--- src/rtl/fb_rect_fill.sv ---
// Rectangle-fill write engine: turns one corner-pair command into a raster of
// packed framebuffer writes (color[18:16], column[13:8], row[5:0]), one per clock.
module fb_rect_fill #(
    parameter int unsigned MAX_X = 39,
    parameter int unsigned MAX_Y = 29
) (
    input  logic        clka,
    input  logic        reset,
    input  logic        cmd_valid,
    output logic        cmd_ready,
    input  logic [5:0]  cmd_x0,
    input  logic [5:0]  cmd_y0,
    input  logic [5:0]  cmd_x1,
    input  logic [5:0]  cmd_y1,
    input  logic [2:0]  cmd_color,
    output logic [31:0] fb_din,
    output logic        fb_we,
    output logic        busy,
    output logic        done
);

    localparam int unsigned CW   = 6;
    localparam int unsigned COLW = 3;
    localparam int unsigned DW   = 32;
    localparam logic [CW-1:0] MAX_XC = CW'(MAX_X);
    localparam logic [CW-1:0] MAX_YC = CW'(MAX_Y);

    typedef enum logic [1:0] {IDLE, SETUP, FILL, DONE} state_t;

    state_t          state, state_nx;
    logic [CW-1:0]   x0_q, y0_q, x1_q, y1_q;
    logic [CW-1:0]   x0_nx, y0_nx, x1_nx, y1_nx;
    logic [COLW-1:0] color_q, color_nx;
    logic [CW-1:0]   xl_q, xh_q, yl_q, yh_q;
    logic [CW-1:0]   xl_nx, xh_nx, yl_nx, yh_nx;
    logic [CW-1:0]   cx_q, cy_q, cx_nx, cy_nx;
    logic [DW-1:0]   fb_din_nx;
    logic            fb_we_nx, busy_nx, done_nx, cmd_ready_nx;
    logic            accept;

    // Ordered and clipped bounds derived from the captured corners.
    logic [CW-1:0]   lo_x, hi_x, lo_y, hi_y, clip_x, clip_y;

    always_comb begin
        lo_x   = (x0_q < x1_q) ? x0_q : x1_q;
        hi_x   = (x0_q < x1_q) ? x1_q : x0_q;
        lo_y   = (y0_q < y1_q) ? y0_q : y1_q;
        hi_y   = (y0_q < y1_q) ? y1_q : y0_q;
        clip_x = (hi_x > MAX_XC) ? MAX_XC : hi_x;
        clip_y = (hi_y > MAX_YC) ? MAX_YC : hi_y;
    end

    assign accept = cmd_valid & cmd_ready;

    // Next-state and registered-output logic.
    always_comb begin
        state_nx  = state;
        x0_nx     = x0_q;
        y0_nx     = y0_q;
        x1_nx     = x1_q;
        y1_nx     = y1_q;
        color_nx  = color_q;
        xl_nx     = xl_q;
        xh_nx     = xh_q;
        yl_nx     = yl_q;
        yh_nx     = yh_q;
        cx_nx     = cx_q;
        cy_nx     = cy_q;
        fb_din_nx = fb_din;
        fb_we_nx  = 1'b0;
        done_nx   = 1'b0;

        case (state)
            IDLE: begin
                if (accept) begin
                    x0_nx    = cmd_x0;
                    y0_nx    = cmd_y0;
                    x1_nx    = cmd_x1;
                    y1_nx    = cmd_y1;
                    color_nx = cmd_color;
                    state_nx = SETUP;
                end
            end
            SETUP: begin
                xl_nx = lo_x;
                xh_nx = clip_x;
                yl_nx = lo_y;
                yh_nx = clip_y;
                if ((lo_x > MAX_XC) || (lo_y > MAX_YC)) begin
                    state_nx = DONE;
                end else begin
                    cx_nx    = lo_x;
                    cy_nx    = lo_y;
                    state_nx = FILL;
                end
            end
            FILL: begin
                fb_we_nx  = 1'b1;
                fb_din_nx = {13'b0, color_q, 2'b0, cx_q, 2'b0, cy_q};
                if (cx_q == xh_q) begin
                    if (cy_q == yh_q) begin
                        state_nx = DONE;
                    end else begin
                        cx_nx = xl_q;
                        cy_nx = CW'(cy_q + 1'b1);
                    end
                end else begin
                    cx_nx = CW'(cx_q + 1'b1);
                end
            end
            DONE: begin
                done_nx  = 1'b1;
                state_nx = IDLE;
            end
            default: state_nx = IDLE;
        endcase

        // busy spans handshake through the done pulse; ready is its complement.
        busy_nx      = (state != IDLE) || accept;
        cmd_ready_nx = ~busy_nx;
    end

    always_ff @(posedge clka) begin
        if (!reset) begin
            state     <= IDLE;
            x0_q      <= '0;
            y0_q      <= '0;
            x1_q      <= '0;
            y1_q      <= '0;
            color_q   <= '0;
            xl_q      <= '0;
            xh_q      <= '0;
            yl_q      <= '0;
            yh_q      <= '0;
            cx_q      <= '0;
            cy_q      <= '0;
            fb_din    <= '0;
            fb_we     <= 1'b0;
            busy      <= 1'b0;
            done      <= 1'b0;
            cmd_ready <= 1'b1;
        end else begin
            state     <= state_nx;
            x0_q      <= x0_nx;
            y0_q      <= y0_nx;
            x1_q      <= x1_nx;
            y1_q      <= y1_nx;
            color_q   <= color_nx;
            xl_q      <= xl_nx;
            xh_q      <= xh_nx;
            yl_q      <= yl_nx;
            yh_q      <= yh_nx;
            cx_q      <= cx_nx;
            cy_q      <= cy_nx;
            fb_din    <= fb_din_nx;
            fb_we     <= fb_we_nx;
            busy      <= busy_nx;
            done      <= done_nx;
            cmd_ready <= cmd_ready_nx;
        end
    end

endmodule

--- config.mk ---
export PLATFORM = sky130hd
export DESIGN_NAME = fb_rect_fill
export DESIGN_NICKNAME = d
export VERILOG_FILES = /design/src/rtl/fb_rect_fill.sv
export SDC_FILE = /design/constraint.sdc
export NUM_CORES = 1
export LEC_CHECK = 0
export BUFFER_PORTS_ARGS = -buffer_cell sky130_fd_sc_hd__clkbuf_2
export CORE_ASPECT_RATIO = 1.1
export CORE_MARGIN = 10
export CORE_UTILIZATION = 35
export CTS_CLUSTER_SIZE = 25
export DETAILED_ROUTE_END_ITERATION = 6
export PLACE_DENSITY_LB_ADDON = 0.12
export SETUP_SLACK_MARGIN = 0.1
export SLEW_MARGIN = 30
export SYNTH_ARGS = -nofsm -noshare
export SYNTH_HDL_FRONTEND = slang
export SYNTH_SLANG_ARGS = --single-unit
--- constraint.sdc ---
create_clock -name clka -period 2.3 [get_ports clka]
set_input_delay 0.69 -clock clka [delete_from_list [all_inputs] [get_ports clka]]
set_output_delay 0.69 -clock clka [all_outputs]
set_load 0.1 [all_outputs]
==> flow_summary.json <==
{
  "final_layout_size_suffix_gt1_share_pct": 25.7,
  "finalWirelength_microns": 10300,
  "cts_tree": "done",
  "reg2reg_depth": 10,
  "routed_via_density": 4.88,
  "async_flop_share_pct": 0,
  "antenna_cells": 0,
  "first_global_vias": 3322,
  "synth_edf_count": 0,
  "grt_pass1_wl_microns": 17000,
  "syn_area_sq_um": 4030,
  "skew_ns": 0.0114,
  "ant_nets": 0,
  "first_pass_iters": 4,
  "finalInstanceArea_sq_um": 5060,
  "die_y_microns": 132,
  "rsz0062_at_grt": "true",
  "setup_tns_ns": 0,
  "start_kind": "register",
  "max_slew_margin_pct": 63.1,
  "worstMarginPinSlew_ns": 0.556,
  "drt_iter0_drc": 179,
  "dieArea_sq_um": 16200,
  "core_area_sq_um": 11400,
  "io_buffers": 48,
  "synth_area_leaders": "dfxtp_1, mux2i_1, nand2_1",
  "finalSetupViolations": 0,
  "worstPathMaxFanout": 7,
  "syn_inst": 463,
  "hold_violations": 0,
  "period_needed_ns": 2.13,
  "worstHoldPathType": "register to register",
  "place_area_sq_um": 4540,
  "p_leak_nw": 2.14,
  "cts_made_buffers": 9,
  "crit_slowest_cell": "mux2_4",
  "cts-root-buf": "clkbuf_16",
  "synth_top_cell_by_area": "dfxtp_1",
  "clock_latency_ns": 0.34,
  "critPathArrivalTime_ns": 2.36,
  "path_cells": "inv_2 -> ha_4 -> a21oi_2 -> o21ai_2 -> a221oi_4 -> mux2_4 -> nand4_4 -> buf_6 -> mux2i_1 -> nor2_1",
  "gr-total-overflow": 0,
  "gp_congestion": 0.808,
  "endpoint_kind": "register",
  "synth_common_cells": "dfxtp_1, nand2_1, mux2i_1",
  "slew_viol_final": 0,
  "dp_hpwl_microns": 7600,
  "power_density_nw_per_um2": 1400,
  "path_class": "register to register",
  "ys_seq_area_share_pct": 38.8,
  "clock_sinks": 78,
  "antenna_found_initial": 0,
  "num_vias": 3356,
  "fp.dieW_microns": 122,
  "syn_area_per_cell_sq_um": 8.70,
  "area_growth_pct": 25.7,
  "drc_errors": 0,
  "grt_max_degree": 40,
  "io_pins": 66,
  "hold_buffers": 0,
  "yosysTopAreaCellShare_pct": 38.8,
  "finish.net_count": 580,
  "h-tree-depth": 3,
  "peakVddDrop_mv": 0.512,
  "hold_depth": 2,
  "yosysWarningCount": 0,
  "timing.fmax_mhz": 469,
  "clockBufferDepth": 2,
  "synth-seq-cells": 78,
  "maxCapViolations": 0,
  "cpPeakStageDelay_ns": 0.40,
  "routedWlPerCell_microns": 14.9,
  "status": "finished clean",
  "synthFlopType": "dfxtp_1",
  "critical_path_required_ns": 2.52,
  "yosysMostFrequentCell": "dfxtp_1",
  "fin_crit_sh_pct": 92.7,
  "clk_pin_slew_ns": 0.06,
  "rows": 41,
  "synth.distinct_cells": 59,
  "start_util_pct": 35.4,
  "track_usage_pct": 12.8
}
==> critical path: cells and delay by family, from the launching register on <==
family / cells / cell delay [ns]
muxes: 2 / 0.57
AOI/OAI and AO/OA: 3 / 0.54
DFF: 1 / 0.33
and+or+nand+nor: 2 / 0.21
adders and majority gates: 1 / 0.21
buffers and inverters: 2 / 0.17
==> flip-flops by register name, summed over array words and instances, names as in the netlist, 2 cells and up <==
signal / cells
color_q: 3
cx_q: 6
cy_q: 6
fb_din: 15
state: 2
x0_q: 6
x1_q: 6
xh_q: 6
xl_q: 6
y0_q: 6
y1_q: 6
yh_q: 6
==> cell families after synthesis <==
family / count (synthesis) / share of synthesized area (%)
AOI/OAI and AO/OA: 92 / 15.1
xor gates and xnor gates: 17 / 3.70
adders and majority gates: 17 / 5.28
buffers and inverters: 58 / 7.30
DFF: 78 / 38.8
muxes: 50 / 12.6
other: 1 / 0.0931
and+or+nand+nor: 150 / 17.2
==> cells in the final DEF, fill, tap and decap left out, drive strengths merged, types with 2 or more instances in the layout <==
cell type / Yosys / final
nor3: 5 / 5
o211ai: 7 / 7
clkinv: 1 / 2
nor2b: 4 / 4
clkbuf: 17 / 61
a211oi: 8 / 8
a31oi: 6 / 6
xnor2: 6 / 6
a221oi: 2 / 2
nor2: 40 / 40
mux2: 3 / 3
xor2: 11 / 11
ha: 17 / 17
a211o: 2 / 2
nand4: 2 / 2
inv: 15 / 15
nand3: 8 / 8
nand3b: 2 / 2
and3: 5 / 5
dfxtp: 78 / 78
buf: 25 / 37
conb: 1 / 17
bufinv: 0 / 2
a21oi: 45 / 45
nand2: 73 / 73
and2: 2 / 2
o21ai: 9 / 9
nand2b: 3 / 3
or3: 2 / 2
mux2i: 47 / 47
==> path summary, 6_finish.rpt <==
check / slack [ns] / to / startpoint
min reg2reg: 0.46 / y1_q[5]$_SDFFE_PN0P_ / y1_q[5]$_SDFFE_PN0P_
max: 0.17 / cy_q[1]$_SDFFE_PN0P_ / y1_q[2]$_SDFFE_PN0P_
max reg2reg: 0.17 / cy_q[1]$_SDFFE_PN0P_ / y1_q[2]$_SDFFE_PN0P_
min: 0.46 / y1_q[5]$_SDFFE_PN0P_ / y1_q[5]$_SDFFE_PN0P_
==> area by class of cell <==
cell class,instances,area [sq um]
clock buffer,13,270
clock inverter,3,65.1
fill,1180,6330
inverter,16,60.1
multi-input combinational,343,2370
sequential,78,1570
tap,150,188
timing repair buffer,85,542
==> power by group <==
| part | switching [mW] | internal, mW |
|---|---|---|
| Clock | 0.554 | 1.04 |
| Sequential | 0.239 | 1.64 |
| Combinational | 2.11 | 1.49 |
==> what timing repair did <==
action / 4_1_cts / 5_1_grt
pin swaps: 0 / 9
endpoints found under the setup margin: 8 / 20
setup buffers: 0 / 5
endpoints found under the hold margin: 0 / 0
resized for setup: 3 / 28
==> layer usage <==
| metal | up-vias | GRT usage [%] | routed length, microns |
|---|---|---|---|
| li1 | 1707 | - | - |
| met1 | 1559 | 16.6 | 4940 |
| met2 | 84 | 19.1 | 4540 |
| met3 | 6 | 4.89 | 699 |
| met4 | 0 | 3.93 | 109 |
| met5 | - | 0 | 0 |
==> through the flow <==
step           setup slack [ns]  power (mW)  hold slack (ns)  std cells  utilization (%)
2_1_floorplan             0.182        4.39            0.436        479                -
6_report                  0.168        7.07            0.459        688             44.5
4_1_cts                   0.103        6.84            0.455        683             42.9
3_5_place_dp             0.0474        5.21            0.447        667             39.8
5_1_grt                  0.0731        7.57            0.482        688             44.5
3_3_place_gp             0.0832        5.17            0.441        667             39.8
(Power assumes the default switching activity.)
